File: config.mk
export PLATFORM = sky130hd
export DESIGN_NAME = mano_icache_flat
export DESIGN_NICKNAME = d
export VERILOG_FILES = /design/src/rtl/mano_icache_pkg.sv /design/src/rtl/mano_icache_if.sv /design/src/rtl/mano_icache_array.sv /design/src/rtl/mano_icache.sv /design/src/flat_wrapper.sv
export SDC_FILE = /design/constraint.sdc
export NUM_CORES = 1
export LEC_CHECK = 0
export ABC_AREA = 1
export BUFFER_PORTS_ARGS = -buffer_cell sky130_fd_sc_hd__buf_2
export CORE_ASPECT_RATIO = 0.75
export CORE_MARGIN = 2
export CORE_UTILIZATION = 65
export DETAILED_ROUTE_END_ITERATION = 7
export PLACE_DENSITY = 0.87
export SLEW_MARGIN = 20
export SYNTH_ARGS = -nofsm -noshare
export SYNTH_HDL_FRONTEND = slang
export SYNTH_SLANG_ARGS = --single-unit
File: constraint.sdc
create_clock -name mclk -period 9.18 [get_ports mclk]
set_input_delay 0.459 -clock mclk [delete_from_list [all_inputs] [get_ports mclk]]
set_output_delay 0.459 -clock mclk [all_outputs]
set_load 0.02 [all_outputs]
File: src/rtl/mano_icache_pkg.sv
// Shared types and defaults for the mano_icache direct-mapped cache.
package mano_icache_pkg;

  localparam int unsigned ADDR_W_DEF = 12;
  localparam int unsigned DATA_W_DEF = 16;
  localparam int unsigned IDX_W_DEF  = 4;

  typedef enum logic [1:0] {
    C_IDLE  = 2'd0,
    C_FILL  = 2'd1,
    C_WRITE = 2'd2
  } state_t;

  function automatic logic [15:0] sat_inc(input logic [15:0] v);
    return (v == 16'hFFFF) ? v : v + 16'd1;
  endfunction

endpackage

File: src/rtl/mano_icache_if.sv
// CPU-side request/response bus between the Mano control path and the cache.
interface mano_icache_if #(
    parameter int unsigned ADDR_W = 12,
    parameter int unsigned DATA_W = 16
) ();
    logic              cpu_rd;
    logic              cpu_wr;
    logic [ADDR_W-1:0] cpu_addr;
    logic [DATA_W-1:0] cpu_wdata;
    logic [DATA_W-1:0] cpu_rdata;
    logic              cache_hit;

    modport master (
        output cpu_rd, cpu_wr, cpu_addr, cpu_wdata,
        input  cpu_rdata, cache_hit
    );

    modport slave (
        input  cpu_rd, cpu_wr, cpu_addr, cpu_wdata,
        output cpu_rdata, cache_hit
    );
endinterface

File: src/rtl/mano_icache_array.sv
// Valid/tag/data storage: async valid clear, combinational read, one sync write port.
module mano_icache_array #(
    parameter int unsigned IDX_W  = 4,
    parameter int unsigned TAG_W  = 8,
    parameter int unsigned DATA_W = 16
) (
    input  logic              clk,
    input  logic              rst,
    input  logic [IDX_W-1:0]  rd_idx,
    output logic              rd_valid,
    output logic [TAG_W-1:0]  rd_tag,
    output logic [DATA_W-1:0] rd_data,
    input  logic              we,
    input  logic [IDX_W-1:0]  wr_idx,
    input  logic [TAG_W-1:0]  wr_tag,
    input  logic [DATA_W-1:0] wr_data
);
    localparam int unsigned LINES = 2 ** IDX_W;

    logic [LINES-1:0]  valid;
    logic [TAG_W-1:0]  tags [LINES];
    logic [DATA_W-1:0] data [LINES];

    always_ff @(posedge clk or posedge rst) begin
        if (rst)
            valid <= '0;
        else if (we)
            valid[wr_idx] <= 1'b1;
    end

    // Tag and data arrays are deliberately left uninitialised on reset.
    always_ff @(posedge clk) begin
        if (we) begin
            tags[wr_idx] <= wr_tag;
            data[wr_idx] <= wr_data;
        end
    end

    assign rd_valid = valid[rd_idx];
    assign rd_tag   = tags[rd_idx];
    assign rd_data  = data[rd_idx];
endmodule

File: src/rtl/mano_icache.sv
// Direct-mapped write-through, no-write-allocate cache for the Mano control path.
// Optional hit/miss counters are enabled with MANO_ICACHE_STATS_EN.
module mano_icache
    import mano_icache_pkg::*;
#(
    parameter int unsigned ADDR_W = ADDR_W_DEF,
    parameter int unsigned DATA_W = DATA_W_DEF,
    parameter int unsigned IDX_W  = IDX_W_DEF,
    parameter int unsigned TAG_W  = ADDR_W - IDX_W
) (
    input  logic              mclk,
    input  logic              mrst,
    mano_icache_if.slave      cpu,
    output logic              mem_rd,
    output logic              mem_wr,
    output logic [ADDR_W-1:0] mem_addr,
    output logic [DATA_W-1:0] mem_wdata,
    input  logic [DATA_W-1:0] mem_rdata,
    input  logic              mem_ack
`ifdef MANO_ICACHE_STATS_EN
    ,
    output logic [15:0]       hit_cnt,
    output logic [15:0]       miss_cnt
`endif
);
    state_t            state, state_nx;
    logic [ADDR_W-1:0] addr_q;
    logic [DATA_W-1:0] wdata_q;
    logic              latch;
    logic              idle_hit, idle_miss;
    logic              we;
    logic [DATA_W-1:0] wr_data;
    logic [IDX_W-1:0]  rd_idx;
    logic [TAG_W-1:0]  cmp_tag;
    logic              rd_valid;
    logic [TAG_W-1:0]  rd_tag;
    logic [DATA_W-1:0] rd_data;
    logic              line_match;

    // IDLE looks up the live address; FILL/WRITE look up the latched one.
    assign rd_idx     = (state == C_IDLE) ? cpu.cpu_addr[IDX_W-1:0] : addr_q[IDX_W-1:0];
    assign cmp_tag    = (state == C_IDLE) ? cpu.cpu_addr[ADDR_W-1:IDX_W] : addr_q[ADDR_W-1:IDX_W];
    assign line_match = rd_valid && (rd_tag == cmp_tag);

    mano_icache_array #(
        .IDX_W  (IDX_W),
        .TAG_W  (TAG_W),
        .DATA_W (DATA_W)
    ) u_array (
        .clk      (mclk),
        .rst      (mrst),
        .rd_idx   (rd_idx),
        .rd_valid (rd_valid),
        .rd_tag   (rd_tag),
        .rd_data  (rd_data),
        .we       (we),
        .wr_idx   (addr_q[IDX_W-1:0]),
        .wr_tag   (addr_q[ADDR_W-1:IDX_W]),
        .wr_data  (wr_data)
    );

    always_ff @(posedge mclk or posedge mrst) begin
        if (mrst)
            state <= C_IDLE;
        else
            state <= state_nx;
    end

    always_comb begin
        state_nx      = state;
        cpu.cache_hit = 1'b0;
        mem_rd        = 1'b0;
        mem_wr        = 1'b0;
        latch         = 1'b0;
        idle_hit      = 1'b0;
        idle_miss     = 1'b0;
        we            = 1'b0;
        wr_data       = wdata_q;
        case (state)
            C_IDLE: begin
                if (cpu.cpu_wr) begin
                    latch    = 1'b1;
                    state_nx = C_WRITE;
                end else if (cpu.cpu_rd) begin
                    if (line_match) begin
                        cpu.cache_hit = 1'b1;
                        idle_hit      = 1'b1;
                    end else begin
                        latch     = 1'b1;
                        idle_miss = 1'b1;
                        state_nx  = C_FILL;
                    end
                end
            end
            C_FILL: begin
                mem_rd = 1'b1;
                if (mem_ack) begin
                    we       = 1'b1;
                    wr_data  = mem_rdata;
                    state_nx = C_IDLE;
                end
            end
            C_WRITE: begin
                mem_wr = 1'b1;
                if (mem_ack) begin
                    cpu.cache_hit = 1'b1;
                    we            = line_match;
                    state_nx      = C_IDLE;
                end
            end
            default: state_nx = C_IDLE;
        endcase
    end

    assign cpu.cpu_rdata = idle_hit ? rd_data : '0;
    assign mem_addr      = addr_q;
    assign mem_wdata     = wdata_q;

    always_ff @(posedge mclk or posedge mrst) begin
        if (mrst) begin
            addr_q  <= '0;
            wdata_q <= '0;
        end else if (latch) begin
            addr_q  <= cpu.cpu_addr;
            wdata_q <= cpu.cpu_wdata;
        end
    end

`ifdef MANO_ICACHE_STATS_EN
    always_ff @(posedge mclk or posedge mrst) begin
        if (mrst) begin
            hit_cnt  <= '0;
            miss_cnt <= '0;
        end else begin
            if (idle_hit)
                hit_cnt <= sat_inc(hit_cnt);
            if (idle_miss)
                miss_cnt <= sat_inc(miss_cnt);
        end
    end
`endif
endmodule

File: src/flat_wrapper.sv
// flat-port wrapper written by rule: the top's interface ports become plain ports
module mano_icache_flat import mano_icache_pkg::*;
#(
    parameter int unsigned ADDR_W = ADDR_W_DEF,
    parameter int unsigned DATA_W = DATA_W_DEF,
    parameter int unsigned IDX_W  = IDX_W_DEF,
    parameter int unsigned TAG_W  = ADDR_W - IDX_W
)
  (mclk, mrst, mem_rd, mem_wr, mem_addr, mem_wdata, mem_rdata, mem_ack, cpu_cpu_rd, cpu_cpu_wr, cpu_cpu_addr, cpu_cpu_wdata, cpu_cpu_rdata, cpu_cache_hit);
  mano_icache_if #(.ADDR_W(ADDR_W), .DATA_W(DATA_W)) cpu_i ();
  input  logic mclk;
  input  logic mrst;
  output logic mem_rd;
  output logic mem_wr;
  output logic [ADDR_W-1:0] mem_addr;
  output logic [DATA_W-1:0] mem_wdata;
  input  logic [DATA_W-1:0] mem_rdata;
  input  logic mem_ack;
  input wire logic [$bits(cpu_i.cpu_rd)-1:0] cpu_cpu_rd;
  input wire logic [$bits(cpu_i.cpu_wr)-1:0] cpu_cpu_wr;
  input wire logic [$bits(cpu_i.cpu_addr)-1:0] cpu_cpu_addr;
  input wire logic [$bits(cpu_i.cpu_wdata)-1:0] cpu_cpu_wdata;
  output wire logic [$bits(cpu_i.cpu_rdata)-1:0] cpu_cpu_rdata;
  output wire logic [$bits(cpu_i.cache_hit)-1:0] cpu_cache_hit;
  assign cpu_i.cpu_rd = cpu_cpu_rd;
  assign cpu_i.cpu_wr = cpu_cpu_wr;
  assign cpu_i.cpu_addr = cpu_cpu_addr;
  assign cpu_i.cpu_wdata = cpu_cpu_wdata;
  assign cpu_cpu_rdata = cpu_i.cpu_rdata;
  assign cpu_cache_hit = cpu_i.cache_hit;
  mano_icache #(.ADDR_W(ADDR_W), .DATA_W(DATA_W), .IDX_W(IDX_W), .TAG_W(TAG_W)) u_core (.mclk(mclk), .mrst(mrst), .cpu(cpu_i), .mem_rd(mem_rd), .mem_wr(mem_wr), .mem_addr(mem_addr), .mem_wdata(mem_wdata), .mem_rdata(mem_rdata), .mem_ack(mem_ack));
endmodule
# After elaboration in Yosys (flattened, before gate mapping)
# Memory sizes are Yosys's and may differ from the RTL's.
# Cells that the tools add are included.
# W data, S select, Z words.
# word_totals
mem_bits_rw	384
n_memories	2
register_bits	46
out_inout_bits	47
in_bits	49
elab_cells	51
# memory_table
memory	depth	word_bits	read_ports	rd_clocked_by_memory_dff	write_ports	line	source
u_core.u_array.data	16	16	1	0	1	mano_icache_array.sv:22	logic [DATA_W-1:0] data [LINES];
u_core.u_array.tags	16	8	1	0	1	mano_icache_array.sv:21	logic [TAG_W-1:0] tags [LINES];
# classes
order_cmp	3
bitwise	1
n_reduce_logical	5
eq_ne	6
muxes	30
# ops
operator	count
$mux W16	3
$mux W1	16
$or A16 B16 Y16	1
$lt A4 B5 Y1 const B	2
$eq A8 B8 Y1	1
$mux W2	4
$mux W8	1
$ne A3 B3 Y1 const B	2
$bmux W1 S4	1
$demux W1 S4	1
$ge A4 B1 Y1 const B	1
$mux W4	1
$pmux W1 S2	2
$pmux W2 S2	1
$reduce_and A3 Y1	1
$eq A2 B1 Y1 const B	1
$eq A2 B2 Y1 const B	1
$logic_and A1 B1 Y1	2
$logic_not A2 Y1	1
$ne A2 B1 Y1 const B	1
$reduce_or A2 Y1	1

# Depth between registers and ports, before layout
# depth
word_depth	10
ltp_mapped	22

# Cells and area by module
# Synthesis repeated with hierarchy kept, for this count alone.
# unflattened
hier_cells	1953
area_unflattened_um2	19314.8
# modules_own_cells
mod	instances	seq_area_each_um2	area_per_inst_um2	cells_each
mano_icache_array	1	11931.4	17259.1	1662
mano_icache	1	750.7	2055.7	291

# Worst setup path after synthesis
# OpenSTA, ideal clock, no wires.
# synth_path
path_kind	flip-flop to flip-flop
startpoint	register u_core.state[0]
endpoint	memory u_core.u_array.data[10][0], enable pin
setup_slack_ns	6.028
synth_period_minus_slack_ns	3.152
arrival_time_ns	2.774
stages_incl_launch_ff	21
setup_ns	0.379
required_ns	8.801
path_cell_list	dfrtp_1 inv_1 ha_1 buf_6 nand2_1 inv_2 nor2_4 buf_4 nand3_1 nand3_1 nand3_1 nand3_1 nand2_1 nor2_1 nand2_1 nor2_2 nand3_2 nand2_4 buf_6 nand3_2 inv_1
# synth_via
elab_chain_len	9
word_cells_on_any_way	14
cone_classes	eq/ne: 3; mux: 8; reduce/logical: 2; memory: 1
# synth_rtl
item	line	source
start: declaration	mano_icache.sv:26	state_t state, state_nx;
start signal: assignment	mano_icache.sv:66	state <= state_nx;
$logic_not A2 Y1	mano_icache.sv:41, mano_icache.sv:42	
$mux W4	mano_icache.sv:41	assign rd_idx = (state == C_IDLE) ? cpu.cpu_addr[IDX_W-1:0] : addr_q[IDX_W-1:0];
$mem_v2 Z16 W8 / $bmux W1 S4 (equally long branches)	n/a	
$eq A8 B8 Y1 / $mux W1 (equally long branches)	mano_icache.sv:43, mano_icache_array.sv:39	
$logic_and A1 B1 Y1	mano_icache.sv:43	assign line_match = rd_valid && (rd_tag == cmp_tag);
$mux W1	mano_icache.sv:105	if (mem_ack) begin
$pmux W1 S2 *	mano_icache.sv:79	case (state)
$mux W1 *	mano_icache_array.sv:33	if (we) begin
$mux W1 (not written as such) *	mano_icache_array.sv:35	data[wr_idx] <= wr_data;
end: declaration	mano_icache_array.sv:22	
# Every way passes the cells marked *; elsewhere a longest branch is shown, timed or not. The select of a mux whose other input is x is not followed.

# Worst setup path after layout
# layout_path
startpoint	register u_core.state[1]
endpoint	output cpu_cache_hit
# layout_via
elab_chain_len	9
word_cells_on_any_way	13
cone_classes	eq/ne: 2; mux: 8; reduce/logical: 2; memory: 1
# layout_rtl
item	line	source
$logic_not A2 Y1	mano_icache.sv:41, mano_icache.sv:42, mano_icache.sv:79	
$mux W4	mano_icache.sv:41	
$mem_v2 Z16 W8 / $bmux W1 S4 (equally long branches)	n/a	
$eq A8 B8 Y1 / $mux W1 (equally long branches)	mano_icache.sv:43, mano_icache_array.sv:39	
$logic_and A1 B1 Y1	mano_icache.sv:43	
$mux W1	mano_icache.sv:85	if (line_match) begin
$mux W1	mano_icache.sv:84	end else if (cpu.cpu_rd) begin
$mux W1	mano_icache.sv:81	if (cpu.cpu_wr) begin
$pmux W1 S2 *	mano_icache.sv:79	
end: declaration	flat_wrapper.sv:24	output wire logic [$bits(cpu_i.cache_hit)-1:0] cpu_cache_hit;
# Marked as above.

==> impl_metrics.ini <==
[run_status]
status = completed

[die]
start_util_pct = 66.7
core_area_um2 = 27200
dieHeight_um = 149
die_x_um = 197
io_pins = 96
dieArea_um2 = 29300
rows = 52

[pwr]
finalPower_mw = 7.16
power.density_nw_per_um2 = 357
leakagePower_nw = 7.69
peakVddDrop_v = 0.000320

[yosys]
synth_cell_types = 32
synth-seq-cells = 430
yosys_warnings = 0
syn_nets = 1617
syn_inst = 1564
syn_avg_cell_area_um2 = 11.6
netlist_area_um2 = 18100
seq_area_frac_synth_pct = 69.9

[layout]
final_nets = 1676
drive_gt1_share_pct = 13.7
diodes = 0
areaGrowthSynthToFinish_pct = 10.6
layout.cells.non_filler = 2004
n_fill_cell = 1664

[critical_path]
r2r_slack_ns = 2.98
cp-startpoint = u_core.state[1]
required_ns = 8.72
worstPathArrival_ns = 5.80
path_buf_inv = 3
end_kind = output pin
path_max_fanout = 147
crit_path_cell_trace = inv_1 > ha_1 > nand2_2 > nand2_8 > buf_4 > nand2_1 > nand3_1 > nand3_1 > nand3_1 > nand2_1 > nand2_1 > nand2_1 > nor2_1 > nand2_1 > nor2_2 > nand3_2 > o21ai_0 > buf_2
crit_type = reg2out
critical-path-top-delay-family = simple AND/OR/NAND/NOR gates
rr_endpoint = u_core.mem_wdata[4]
critPathMaxStageDelay_ns = 0.79
start_kind = register
cp_common_cell = nand2_1
rr_worst_depth = 20
r2r-start = u_core.state[1]
critPathSlowestCell = nand2_8

[placed_design]
hpwl_um = 25300
gp_congestion = 0.953
placedCellCount = 1931
numPortBuffers = 95

[drt]
wl_per_cell_um = 22.4
drt_iter0_drc = 1719
dr.pass1.iters = 6
viasPerCell = 6.36
drt-total-wl_um = 44900
drc = 0
ant_nets = 0
vias = 12800

[grt]
grt_remaining_overflow = 0
antenna_found_initial = 0
grt_util_all_layers_pct = 30.7
grt_max_degree = 148
grt_pass1_wl_um = 67800
grt_pass1_vias = 12000

[sta]
finalCritPeriodShare_pct = 68.2
finalSetupViolCount = 0
period_needed_ns = 6.26
finalHoldViolCount = 0
relSlewSlack_pct = 19.5
rsz0062_at_grt = false
setup_tns_ns = 0
worst_pin_slew_ns = 1.21
maxSlewViolCount = 0
fmax_ghz = 0.160
fin_skew_ns = 0.0131

[clocking]
ctsHoldBuffers = 0
clockBufferDepth = 3
cts.clk_slew.worst_paths_ns = 0.07
insertion_delay_ns = 0.54
cts_buffers = 41
cts_sinks = 430
h-tree-depth = 2
cts_tree = built
cts_setup_buffers = 0
cts_resized = 0
cts_root_buffer = clkbuf_16

[flow_run]
maxCapViolCount = 0

[worst_hold_path]
hp-class = in2async
## sequential cells by signal, indices dropped and copies added, names as in the netlist
| signal | count |
|---|---|
| u_core.mem_wdata | 16 |
| u_core.state | 2 |
| u_core.u_array.valid | 16 |
| u_core.mem_addr | 12 |
| u_core.u_array.data | 256 |
| u_core.u_array.tags | 128 |
## power by group
part	total (mW)	switching, mW	leakage, nW	internal, mW
Combinational	2.82	2.04	3.06	0.785
Sequential	2.66	0.165	3.98	2.49
Clock	1.68	0.714	0.648	0.964
## cell usage in the layout (no fill, tap or decap), types with 4 or more instances in the layout
cell type,count
o21ai_0,6
a21oi_1,32
clkinv_1,11
a32o_1,32
nand2_1,475
nor2_1,49
inv_1,49
mux2_2,16
buf_2,95
clkbuf_16,43
buf_4,15
nand3_1,294
ha_1,4
inv_2,7
clkinv_2,9
o211ai_1,32
clkinvlp_4,4
edfxtp_1,384
dfrtp_1,46
or2_2,5
nand3_2,12
clkbuf_1,5
## how the worst max path moves through the flow
stage | endpoint | slack, ns | depth (start not counted)
global placement | u_core.u_array.data[15][5] | 3.64 | 19
global route | cpu_cache_hit | 2.69 | 18
CTS | cpu_cache_hit | 3.14 | 18
floorplan | u_core.u_array.data[10][0] | 6.03 | 20
finish | cpu_cache_hit | 2.92 | 18
detailed placement | u_core.u_array.data[15][5] | 3.28 | 19
## cell type report
cell class              count  area [µm²]  area share (%)
clock inverters            22         196           0.979
flip-flops and latches    430       12700            63.2
inverters                  63         238            1.19
clock buffers              51        1140            5.66
multi-input cells         977        4780            23.8
well taps                 351         439            2.19
repair buffers            110         588            2.93
## synthesized netlist by cell type
cell type | number | area [µm²]
mux2i_1 | 3 | 30.0
nand3b_1 | 2 | 15.0
nand3_2 | 12 | 120
nand2_1 | 475 | 1780
or2_2 | 5 | 31.3
edfxtp_1 | 384 | 11500
a21o_1 | 2 | 15.0
clkbuf_1 | 40 | 150
o21ai_4 | 1 | 16.3
buf_1 | 17 | 63.8
inv_2 | 4 | 15.0
buf_4 | 9 | 67.6
o21ai_2 | 1 | 8.76
nor2_1 | 49 | 184
mux2_2 | 16 | 180
o211ai_1 | 32 | 240
ha_1 | 4 | 50.1
nor2_4 | 1 | 11.3
nand4_1 | 1 | 6.26
a32o_1 | 32 | 320
nand2_4 | 4 | 45.0
o21ai_1 | 1 | 5.00
dfrtp_1 | 46 | 1150
nand2_2 | 3 | 18.8
inv_1 | 58 | 218
nor2_2 | 1 | 6.26
o21ai_0 | 6 | 30.0
buf_2 | 21 | 105
nand3_1 | 294 | 1470
clkinv_1 | 1 | 3.75
buf_6 | 7 | 78.8
a21oi_1 | 32 | 160
## worst register-to-register path, delay by kind of cell, from the launching register on
family	cells	cell delay, ns
flops	1	0.41
simple gates	16	4.12
buf+inv	3	0.99
fa+ha+maj	1	0.57
## stage by stage
step	setup WS, ns	cell area [µm²]	util, %	hold WS, ns
final	2.92	20100	73.7	0.0545
after CTS	3.14	20100	73.7	0.0977
after global routing	2.69	20100	73.7	0.108
after global placement	3.64	18700	68.8	0.449
after detailed placement	3.28	18700	68.8	0.450
after floorplan	6.03	18100	-	0.434
## metal layers
layer	global-route usage, %	up-vias	part of all wire (%)
met4	9.89	0	2.8
met2	48.0	901	47
met5	0	-	0
li1	-	5627	-
met1	44.1	6117	38
met3	6.53	109	12
## logic make-up after synthesis
logic type	Yosys count	share of synthesized area [%]
AOI/OAI and AO/OA	107	4.39
buffers and inverters	157	3.87
and+or+nand+nor	847	20.4
DFF	430	69.9
muxes	19	1.16
adders and majority gates	4	0.276
Power figures use the tool's default switching activity.
